<file path="src/rtl/floppy_step_ctrl.sv">
// Floppy head-positioning sequencer: accepts seek-home and relative step commands
// and drives timed active-low STEP/DIR pulses while tracking the head position.
module floppy_step_ctrl #(
  parameter int DIR_SETUP_CYC   = 51,
  parameter int PULSE_CYC       = 151,
  parameter int STEP_PERIOD_CYC = 150750,
  parameter int SETTLE_CYC      = 753750,
  parameter int MAX_TRACK       = 79,
  parameter int HOME_LIMIT      = 90,
  parameter int CNT_W           = 20
) (
  input  logic       clock,
  input  logic       reset_n,
  input  logic       locked,
  input  logic       cmd_valid,
  output logic       cmd_ready,
  input  logic       cmd_home,
  input  logic       cmd_dir,
  input  logic [7:0] cmd_count,
  input  logic       track0_n,
  output logic       step_n,
  output logic       dir_n,
  output logic       busy,
  output logic       done,
  output logic       error,
  output logic [7:0] track,
  output logic       track_valid
);

  typedef enum logic [2:0] {S_IDLE, S_DIR_SETUP, S_PULSE, S_GAP, S_SETTLE, S_DONE} state_t;

  localparam logic [CNT_W-1:0] DIR_LOAD    = CNT_W'(DIR_SETUP_CYC - 1);
  localparam logic [CNT_W-1:0] PULSE_LOAD  = CNT_W'(PULSE_CYC - 1);
  localparam logic [CNT_W-1:0] GAP_LOAD    = CNT_W'(STEP_PERIOD_CYC - PULSE_CYC - 1);
  localparam logic [CNT_W-1:0] SETTLE_LOAD = CNT_W'(SETTLE_CYC - 1);
  localparam logic [7:0]       MAX_TRK     = 8'(MAX_TRACK);
  localparam logic [7:0]       HOME_LIM    = 8'(HOME_LIMIT);

  state_t           state_reg, state_next;
  logic [CNT_W-1:0] cnt_reg, cnt_next;
  logic [7:0]       steps_left_reg, steps_left_next;
  logic [7:0]       step_cnt_reg, step_cnt_next;
  logic [7:0]       track_reg, track_next;
  logic             track_valid_reg, track_valid_next;
  logic             home_reg, home_next;
  logic             dir_in_reg, dir_in_next;
  logic             dir_n_reg, dir_n_next;
  logic             error_reg, error_next;
  logic             alive_reg;
  logic [1:0]       t0_sync_reg;

  logic       t0;
  logic       accept;
  logic       phase_end;
  logic [7:0] room;
  logic [7:0] eff_count;

  // TRACK0 is asynchronous to our clock; idle (high) value keeps t0 deasserted out of reset.
  always_ff @(posedge clock or negedge reset_n) begin
    if (!reset_n) begin
      t0_sync_reg <= 2'b11;
      alive_reg   <= 1'b0;
    end else begin
      t0_sync_reg <= {t0_sync_reg[0], track0_n};
      alive_reg   <= 1'b1;
    end
  end

  assign t0        = ~t0_sync_reg[1];
  assign cmd_ready = alive_reg & locked & (state_reg == S_IDLE);
  assign accept    = cmd_valid & cmd_ready;
  assign phase_end = (cnt_reg == '0);
  assign room      = cmd_dir ? (MAX_TRK - track_reg) : track_reg;
  assign eff_count = (cmd_count < room) ? cmd_count : room;

  always_comb begin
    state_next       = state_reg;
    cnt_next         = phase_end ? cnt_reg : cnt_reg - 1'b1;
    steps_left_next  = steps_left_reg;
    step_cnt_next    = step_cnt_reg;
    track_next       = track_reg;
    track_valid_next = track_valid_reg;
    home_next        = home_reg;
    dir_in_next      = dir_in_reg;
    dir_n_next       = dir_n_reg;
    error_next       = error_reg;

    if (!locked && state_reg != S_IDLE) begin
      state_next       = S_IDLE;
      track_valid_next = 1'b0;
    end else begin
      case (state_reg)
        S_IDLE: begin
          if (accept) begin
            error_next    = 1'b0;
            home_next     = cmd_home;
            dir_in_next   = cmd_dir;
            step_cnt_next = 8'd0;
            if (cmd_home) begin
              dir_n_next = 1'b1;
              cnt_next   = DIR_LOAD;
              state_next = S_DIR_SETUP;
            end else if (!track_valid_reg) begin
              error_next = 1'b1;
              state_next = S_DONE;
            end else if (eff_count == 8'd0) begin
              state_next = S_DONE;
            end else begin
              steps_left_next = eff_count;
              dir_n_next      = ~cmd_dir;
              cnt_next        = DIR_LOAD;
              state_next      = S_DIR_SETUP;
            end
          end
        end
        // Both phases end in the same decision: home sense, home give-up, or next step.
        S_DIR_SETUP, S_GAP: begin
          if (phase_end) begin
            if (home_reg && t0) begin
              track_next       = 8'd0;
              track_valid_next = 1'b1;
              cnt_next         = SETTLE_LOAD;
              state_next       = (step_cnt_reg != 8'd0) ? S_SETTLE : S_DONE;
            end else if (home_reg && step_cnt_reg == HOME_LIM) begin
              track_valid_next = 1'b0;
              error_next       = 1'b1;
              cnt_next         = SETTLE_LOAD;
              state_next       = S_SETTLE;
            end else if (home_reg || steps_left_reg != 8'd0) begin
              cnt_next   = PULSE_LOAD;
              state_next = S_PULSE;
            end else begin
              cnt_next   = SETTLE_LOAD;
              state_next = S_SETTLE;
            end
          end
        end
        S_PULSE: begin
          if (phase_end) begin
            step_cnt_next = step_cnt_reg + 8'd1;
            if (!home_reg) begin
              steps_left_next = steps_left_reg - 8'd1;
              track_next      = dir_in_reg ? track_reg + 8'd1 : track_reg - 8'd1;
            end
            cnt_next   = GAP_LOAD;
            state_next = S_GAP;
          end
        end
        S_SETTLE: begin
          if (phase_end) state_next = S_DONE;
        end
        S_DONE:  state_next = S_IDLE;
        default: state_next = S_IDLE;
      endcase
    end
  end

  always_ff @(posedge clock or negedge reset_n) begin
    if (!reset_n) begin
      state_reg       <= S_IDLE;
      cnt_reg         <= '0;
      steps_left_reg  <= 8'd0;
      step_cnt_reg    <= 8'd0;
      track_reg       <= 8'd0;
      track_valid_reg <= 1'b0;
      home_reg        <= 1'b0;
      dir_in_reg      <= 1'b0;
      dir_n_reg       <= 1'b1;
      error_reg       <= 1'b0;
    end else begin
      state_reg       <= state_next;
      cnt_reg         <= cnt_next;
      steps_left_reg  <= steps_left_next;
      step_cnt_reg    <= step_cnt_next;
      track_reg       <= track_next;
      track_valid_reg <= track_valid_next;
      home_reg        <= home_next;
      dir_in_reg      <= dir_in_next;
      dir_n_reg       <= dir_n_next;
      error_reg       <= error_next;
    end
  end

  assign step_n      = (state_reg != S_PULSE);
  assign dir_n       = dir_n_reg;
  assign busy        = (state_reg != S_IDLE);
  assign done        = (state_reg == S_DONE);
  assign error       = error_reg;
  assign track       = track_reg;
  assign track_valid = track_valid_reg;

endmodule
</file>
<file path="config.mk">
export PLATFORM = sky130hd
export DESIGN_NAME = floppy_step_ctrl
export DESIGN_NICKNAME = d
export VERILOG_FILES = /design/src/rtl/floppy_step_ctrl.sv
export SDC_FILE = /design/constraint.sdc
export NUM_CORES = 1
export LEC_CHECK = 0
export ABC_AREA = 1
export CORE_MARGIN = 1
export CORE_UTILIZATION = 53
export CTS_BUF_LIST = sky130_fd_sc_hd__clkbuf_8 sky130_fd_sc_hd__clkbuf_16
export DETAILED_ROUTE_END_ITERATION = 7
export PLACE_DENSITY = 0.73
export SLEW_MARGIN = 10
export SYNTH_ARGS = -nofsm -noshare
export SYNTH_HDL_FRONTEND = slang
export SYNTH_SLANG_ARGS = --single-unit
</file>
<file path="constraint.sdc">
create_clock -name clock -period 8.35 [get_ports clock]
set_clock_uncertainty 0.05 [all_clocks]
set_input_delay 1.67 -clock clock [delete_from_list [all_inputs] [get_ports clock]]
set_output_delay 1.67 -clock clock [all_outputs]
set_load 0.03 [all_outputs]
</file>
== Yosys cells after proc, flatten, opt, wreduce, memory -nomap -nowiden ==
Index checks and enable logic that the tools add are counted.

* Bits in registers: 55
* Input bits: 15
* Output and inout bits: 15
* Word-level logic and storage cells: 132

* Add/subtract/negate cells: 6
* Order comparisons: 1
* Equality and inequality tests: 22
* Mux-type cells: 58
* Bitwise operators: 6
* Reductions and logical operators: 27

{| class="wikitable"
|+ Operator list
! operator !! number
|-
| 20-bit two-way mux || 11
|-
| 8-bit two-way mux || 15
|-
| 20-bit case mux with 3 select lines || 1
|-
| 8-bit case mux with 2 select lines || 3
|-
| 3-bit two-way mux || 11
|-
| 2-bit inequality test (second input constant) || 11
|-
| 20-bit zero test || 1
|-
| 20-bit by 1-bit subtractor with 20-bit output (second input constant) || 1
|-
| 8-bit by 1-bit adder with 8-bit output (second input constant) || 2
|-
| 8-bit nonzero test || 2
|-
| 8-bit by 1-bit subtractor with 8-bit output (second input constant) || 2
|-
| 1-bit two-way mux || 15
|-
| 3-bit case mux with 4 select lines || 1
|-
| 6-bit AND reduction || 2
|-
| 2-bit nonzero test || 6
|-
| 3-bit inequality test (second input constant) || 3
|-
| 8-bit by 7-bit equality test with 1-bit output (second input constant) || 1
|-
| 8-bit zero test || 1
|-
| 8-bit less-than comparator || 1
|-
| 4-bit AND reduction || 2
|-
| 8-bit AND reduction || 1
|-
| 7-bit by 8-bit subtractor with 8-bit output (first input constant) || 1
|-
| 3-bit by 2-bit equality test with 1-bit output (second input constant) || 2
|-
| 3-bit equality test (second input constant) || 2
|-
| other kinds (13) || 22
|}

== Logic depth before layout (Yosys ltp) ==
Gate-level depths: netlist (run 1).

* Word-level depth: 11
* Mapped depth: 20
* Gate-level depth less buffers: 19

== Worst setup path before layout (run 1) ==
No wires, ideal clock.

* Kind: in2reg
* From: in cmd_dir
* To: reg steps_left_reg[0]
* Setup time: 125 ps
* Arrival: 3,764 ps
* Required time: 8,175 ps
* Setup slack: 4,410 ps
* Stages: 15
* Buffers on the path: 2
* Cell sequence: buf_6 o211ai_1 xor2_1 ha_1 nand2_1 nor2_1 a211oi_4 nand3_1 nand2_1 nand2_1 nor2_4 nand2_4 o21ai_4 buf_6 a21oi_1

* Longest elaborated chain between the ends: 8
* Elaborated cells on any way between the ends: 11
* Those cells by class: 1 x order compare; 1 x eq/ne; 7 x mux; 2 x reduce/logical

{| class="wikitable"
|+ Ends and longest elaborated chain
! item !! RTL line !! text
|-
| start: declaration || 18 || <nowiki>input logic cmd_dir,</nowiki>
|-
| 8-bit two-way mux (*) || 73 || <nowiki>assign room = cmd_dir ? (MAX_TRK - track_reg) : track_reg;</nowiki>
|-
| 8-bit less-than comparator || 74 || <nowiki>assign eff_count = (cmd_count < room) ? cmd_count : room;</nowiki>
|-
| 8-bit two-way mux (*) || 74 ||
|-
| 8-bit two-way mux || 106 || <nowiki>end else if (eff_count == 8'd0) begin</nowiki>
|-
| 8-bit two-way mux || 103 || <nowiki>end else if (!track_valid_reg) begin</nowiki>
|-
| 8-bit two-way mux || 99 || <nowiki>if (cmd_home) begin</nowiki>
|-
| 8-bit two-way mux || 94 || <nowiki>if (accept) begin</nowiki>
|-
| 8-bit case mux with 2 select lines || 92 || <nowiki>case (state_reg)</nowiki>
|-
| end signal: assignment || 173 || <nowiki>steps_left_reg <= steps_left_next;</nowiki>
|-
| end: declaration || 41 || <nowiki>logic [7:0] steps_left_reg, steps_left_next;</nowiki>
|}

Every way passes the cells marked *; elsewhere a longest branch is shown, timed or not. The select of a mux whose other input is x is not followed.
A chain may end at the register's enable or synchronous reset.

== Worst setup path in the final report (run 1) ==
* From: in cmd_dir
* To: reg steps_left_reg[2]

The elaborated chain is that of the path after synthesis.

==> flow_metrics.env, run 1 <==
export IMPL_finalHoldViolCount=0
export IMPL_fmax_mhz=209.5
export IMPL_vias=3740
export IMPL_netlist_area_um2=4054
export IMPL_power_frac_clock_pct=11.4
export IMPL_cp_end_kind="register"
export IMPL_postSynthNetCount=597
export IMPL_yosysSeqAreaShare_pct=34.04
export IMPL_drt_iter0_drc=238
export IMPL_cts_buffers=5
export IMPL_cts_max_level=2
export IMPL_postCtsSetupBuffers=0
export IMPL_finalSetupTns_ns=0
export IMPL_wire_per_inst_um=13.88
export IMPL_post_place_cells=679
export IMPL_worst_pin_slew_ns=0.8368
export IMPL_grt_pass1_wl_mm=16.23
export IMPL_power_mw=1.417
export IMPL_antenna_found_initial=0
export IMPL_die_area_um2=8002
export IMPL_seqCellArea_um2=1380
export IMPL_synth_ff_type="dfrtp_1"
export IMPL_numPortBuffers=29
export IMPL_firstDrtPassIters=5
export IMPL_outcome="completed"
export IMPL_clk_pin_slew_worst_paths_ns=0.09
export IMPL_netlist_instances=559
export IMPL_hold_worst_slack_ns=0.3120
export IMPL_p_int_mw=0.7204
export IMPL_report_final_slew_viol_count=0
export IMPL_final_area_um2=4518
export IMPL_synth_most_common_cell="nand2_1"
export IMPL_largest_reg_flops=20
export IMPL_hold_class="register to register"
export IMPL_wl_mm=9.536
export IMPL_pwr_share_seq_pct=31.1
export IMPL_criticalPathCategory="input pin to register"
export IMPL_power_leakage_nw=2.239
export IMPL_cts_tree="built"
export IMPL_track_usage_pct=26.27
export IMPL_p_comb_share_pct=57.5
export IMPL_grt_max_degree=56
export IMPL_insertion_delay_ns=0.31
export IMPL_synthTopCellsByCount="nand2_1, inv_1, nor2_1"
export IMPL_ctsLongestPathBuffers=2
export IMPL_syn_area_per_cell_um2=7.252
export IMPL_p_sw_mw=0.6962
export IMPL_drive_gt1_share_pct=6.973
export IMPL_gp_congestion=0.9305
export IMPL_area_growth_pct=11.45
export IMPL_synth_top_area_share_pct=32.10
export IMPL_fin_nets=625
export IMPL_multi_input_area_um2=2325
export IMPL_core_um2=7331
export IMPL_cp_max_fo=16
export IMPL_startpoint_type="input pin"
export IMPL_root_buffer="clkbuf_8"
export IMPL_synth_area_leader_cell="dfrtp_1"
export IMPL_period_share_pct=57.17
export IMPL_hold_buffers=0
export IMPL_fin_cells=687
export IMPL_power_density_nw_per_um2=313.5
export IMPL_async_reset_ff_share_pct=100.0
export IMPL_die_h_um=89.46
export IMPL_crit_required_ns=8.54
export IMPL_ir_drop_mv=0.1467
export IMPL_start_util_pct=55.30
export IMPL_clock_sink_count=55
export IMPL_yosysWarnings=0
export IMPL_hpwl_mm=7.259
export IMPL_rsz0062_at_grt="false"
export IMPL_first_global_vias=3526
export IMPL_cap_violations=0
export IMPL_period_needed_ns=4.774
export IMPL_routed_via_density=5.444
export IMPL_n_antenna_cell=0
export IMPL_ioPinCount=30
export IMPL_ant_nets=0
export IMPL_synth_edff_count=0
export IMPL_relSlewSlack_pct=44.06
export IMPL_dpl_cell_area_um2=4418
export IMPL_rows=31
export IMPL_cts_resized_gates=0
export IMPL_crit_arrival_ns=4.96
export IMPL_ys_ff_latch=55
export IMPL_ys_top_cells_by_area="dfrtp_1, nand2_1, ha_1"
export IMPL_die_w_um=89.46
export IMPL_overflow=0
export IMPL_yosysUniqueCellTypes=45
export IMPL_setup_viol=0
export IMPL_reg2reg_depth=15
export IMPL_route_detailed_drc=0
export IMPL_swShare_pct=49.15
export IMPL_fillCellCount=663
export IMPL_min_path_cells=0
-- metrics by stage --
stage | util (%) | worst slack, ns
2_1_floorplan | - | 4.410
5_1_grt | 61.63 | 3.327
6_report | 61.63 | 3.576
3_5_place_dp | 60.27 | 3.301
3_3_place_gp | 60.27 | 3.500
4_1_cts | 61.63 | 3.577
-- layer usage --
layer | vias to the layer above | wire [µm] | global-route usage, %
met1 | 1761 | 4512 | 35.81
met4 | 0 | 131 | 6.349
met3 | 17 | 381 | 3.416
met2 | 96 | 4511 | 44.41
met5 | - | 0 | 0
li1 | 1866 | - | -
-- worst max-delay path, stage by stage --
cell             delay (ns)
clkdlybuf4s50_1        0.69
inv_2                  0.09
o21ai_0                0.33
ha_1                   0.32
a21oi_1                0.15
nor2_1                 0.09
a211oi_4               0.39
nand3b_1               0.18
nand2_1                0.12
nand2_1                0.09
nor2_4                 0.12
nand2_4                0.10
o21ai_4                0.41
nor2_1                 0.08
a21oi_1                0.12
-- cell families after synthesis --
kind of cell / synth area share (%)
AOI/OAI and AO/OA: 13.89
xor gates and xnor gates: 5.833
adders and majority gates: 7.284
buffers and inverters: 8.611
DFF: 34.04
other: 0.09250
and+or+nand+nor: 30.25
-- final cells by class --
class,instances,area share [%]
Clock buffer,7,2.132
Clock inverter,1,0.08308
Multi-Input combinational cell,416,51.45
Tap cell,99,2.742
Timing Repair Buffer,30,6.480
Sequential cell,55,30.55
Inverter,79,6.563
-- cells in the final DEF, fill, tap and decap left out, types with 4 or more instances in the layout --
cell / count
nand3_1: 22
xor2_1: 22
nand3b_1: 8
inv_2: 7
clkdlybuf4s50_1: 28
inv_1: 72
a21boi_0: 5
o21ai_0: 34
nand2_2: 5
dfrtp_1: 52
nand4_1: 5
nor3_1: 17
clkbuf_8: 7
a21oi_1: 29
nor2_4: 4
ha_1: 22
nand2_1: 128
xnor2_1: 5
o21ai_1: 5
o211ai_1: 6
nor4_1: 6
nor2_1: 63
-- power by group through the flow --
| stage | Sequential [mW] | Combinational (mW) | Clock, mW |
|---|---|---|---|
| after floorplan | 0.447 | 0.601 | 0 |
| after global placement | 0.442 | 0.788 | 0 |
| after detailed placement | 0.444 | 0.804 | 0 |
| after CTS | 0.439 | 0.809 | 0.166 |
| after global routing | 0.453 | 0.926 | 0.173 |
| final | 0.441 | 0.814 | 0.162 |
-- worst paths after layout --
kind	slack, ns	startpoint	endpoint
worst max-delay path	3.58	cmd_dir	steps_left_reg[2]$_DFFE_PN0P_
worst min-delay path	0.31	t0_sync_reg[0]$_DFF_PN1_	t0_sync_reg[1]$_DFF_PN1_
worst max register to register	4.88	track[4]$_DFFE_PN0P_	steps_left_reg[2]$_DFFE_PN0P_
worst min register to register	0.31	t0_sync_reg[0]$_DFF_PN1_	t0_sync_reg[1]$_DFF_PN1_
max in group asynchronous	6.38	reset_n	track[6]$_DFFE_PN0P_
min in group asynchronous	1.42	reset_n	steps_left_reg[2]$_DFFE_PN0P_
(Power assumes the default switching activity.)
==> inputs of run 2 (changes only) <==
- PLACE_DENSITY: 0.73 -> 0.76
- clock period: 8.35 -> 4.1 ns (I/O delays scaled with it)
==> flow_metrics.env, run 2 (synthesized netlist as in run 1, its figures left out) <==
export IMPL_criticalPathCategory="input pin to register"
export IMPL_r2r_end="steps_left_reg[2]$_DFFE_PN0P_"
export IMPL_die_area_um2=8002
export IMPL_critPathMaxStageDelay_ns=0.54
export IMPL_rows=31
export IMPL_numPortBuffers=29
export IMPL_core_um2=7331
export IMPL_ioPinCount=30
export IMPL_track_usage_pct=26.63
export IMPL_n_antenna_cell=0
export IMPL_worst_pin_slew_ns=0.8286
export IMPL_first_global_vias=3607
export IMPL_hold_class="register to register"
export IMPL_fmax_mhz=279.4
export IMPL_grt_pass1_wl_mm=16.49
export IMPL_route_detailed_drc=0
export IMPL_firstDrtPassIters=6
export IMPL_clk_pin_slew_worst_paths_ns=0.09
export IMPL_worstHoldEndpoint="t0_sync_reg[1]$_DFF_PN1_"
export IMPL_area_growth_pct=11.54
export IMPL_hpwl_mm=7.493
export IMPL_hold_start="t0_sync_reg[0]$_DFF_PN1_"
export IMPL_cts_resized_gates=0
export IMPL_vias=3738
export IMPL_insertion_delay_ns=0.32
export IMPL_power_leakage_nw=2.248
export IMPL_min_path_cells=0
export IMPL_path_delay_family="compound AO/OA/AOI/OAI gates"
export IMPL_crit_chain="clkdlybuf4s50_1, inv_2, o21ai_0, ha_1, a21oi_1, nor2_1, a211oi_4, nand3_1, nand2_1, nand2_1, nor2_4, nand2_4, o21ai_4, nor2_1, a21oi_1"
export IMPL_crit_path_top_delay_cell="clkdlybuf4s50_1"
export IMPL_wire_per_inst_um=14.16
export IMPL_period_needed_ns=3.579
export IMPL_ctsLongestPathBuffers=2
export IMPL_antenna_found_initial=0
export IMPL_crit_arrival_ns=3.77
export IMPL_crit_required_ns=4.29
export IMPL_finalSetupTns_ns=0
export IMPL_die_h_um=89.46
export IMPL_cp_end_kind="register"
export IMPL_reg2reg_depth=15
export IMPL_postCtsSetupBuffers=0
export IMPL_grt_max_degree=36
export IMPL_rsz0062_at_grt="false"
export IMPL_fin_ws_ns=0.5212
export IMPL_cts_max_level=2
export IMPL_overflow=0
export IMPL_root_buffer="clkbuf_8"
export IMPL_place_ws_ns=0.2389
export IMPL_fin_nets=628
export IMPL_met2_usage_pct=45.66
export IMPL_finalHoldViolCount=0
export IMPL_drive_gt1_share_pct=7.276
export IMPL_rrSetupSlack_ns=0.78
export IMPL_cap_violations=0
export IMPL_clock_sink_count=55
export IMPL_outcome="completed"
export IMPL_startpoint_type="input pin"
export IMPL_ant_nets=0
export IMPL_wl_mm=9.773
export IMPL_cts_tree="built"
export IMPL_routed_via_density=5.417
export IMPL_top_usage_layer="met2"
export IMPL_period_share_pct=87.29
export IMPL_hold_buffers=0
export IMPL_fin_cells=690
export IMPL_final_common_cell="nand2_1"
export IMPL_power_density_nw_per_um2=633.5
export IMPL_cp_max_fo=16
export IMPL_start_util_pct=55.30
export IMPL_reg2reg_from="track[4]$_DFFE_PN0P_"
export IMPL_layout_common_cells="nand2_1, inv_1, nor2_1, dfrtp_1, o21ai_0"
export IMPL_ir_drop_mv=0.3205
export IMPL_met1_usage_pct=35.07
export IMPL_relSlewSlack_pct=44.76
export IMPL_drt_iter0_drc=247
export IMPL_critPathBufInv=2
export IMPL_die_w_um=89.46
export IMPL_report_final_slew_viol_count=0
export IMPL_fillCellCount=658
export IMPL_grt_util_met3_pct=3.509
export IMPL_largest_reg_flops=20
export IMPL_gp_congestion=0.9099
export IMPL_setup_viol=0
export IMPL_cts_buffers=5
export IMPL_cp_startpoint="cmd_dir"
export IMPL_post_place_cells=682
-- run 2: cell count changes in the layout (fill, tap and decap cells not counted) --
cell      delta
clkbuf_8     -2
clkinv_2     +1
buf_4        +3
inv_1        +1
-- run 2: routing by layer --
metal,share of wire (%),vias to the layer above
li1,-,1870
met1,45,1728
met2,48,120
met3,5.2,20
met4,1.7,0
met5,0,-
-- run 2: power by group --
part	internal, mW	total (mW)	switching (mW)	leakage [nW]
Sequential	0.721	0.896	0.175	0.698
Clock	0.116	0.293	0.177	0.0505
Combinational	0.599	1.68	1.08	1.50
-- run 2: worst register-to-register path: stages, from the launching register on --
cell	delay [ns]
dfrtp_1	0.43
inv_1	0.13
ha_1	0.31
o21ai_0	0.28
ha_1	0.32
a21oi_1	0.13
nor2_1	0.08
a211oi_4	0.37
nand3_1	0.12
nand2_1	0.10
nand2_1	0.10
nor2_4	0.14
nand2_4	0.10
o21ai_4	0.41
nor2_1	0.08
a21oi_1	0.12
-- run 2: area by class of cell --
cell class | instances | area (µm²) | area share, %
Clock inverter | 3 | 12.51 | 0.2767
Tap cell | 99 | 123.9 | 2.739
Multi-Input combinational cell | 416 | 2325 | 51.41
Inverter | 79 | 296.5 | 6.558
Clock buffer | 5 | 68.82 | 1.522
Sequential cell | 55 | 1380 | 30.52
Timing Repair Buffer | 33 | 315.3 | 6.973
-- run 2: through the flow --
stage	utilization, %	power [mW]	instance area, µm²	hold slack, ns
final	61.68	2.864	4522	0.3118
after global routing	61.68	3.138	4522	0.3188
after CTS	61.68	2.856	4522	0.3116
after detailed placement	60.57	2.556	4441	0.2987
after global placement	60.57	2.505	4441	0.2984
after floorplan	-	2.133	4054	0.2952
-- run 2: worst max-delay path by stage --
stage	to	depth (start not counted)
global route	steps_left_reg[2]$_DFFE_PN0P_	15
detailed placement	steps_left_reg[0]$_DFFE_PN0P_	15
CTS	steps_left_reg[2]$_DFFE_PN0P_	15
global placement	cnt_reg[19]$_DFF_PN0_	18
floorplan	steps_left_reg[0]$_DFFE_PN0P_	15
finish	steps_left_reg[2]$_DFFE_PN0P_	15
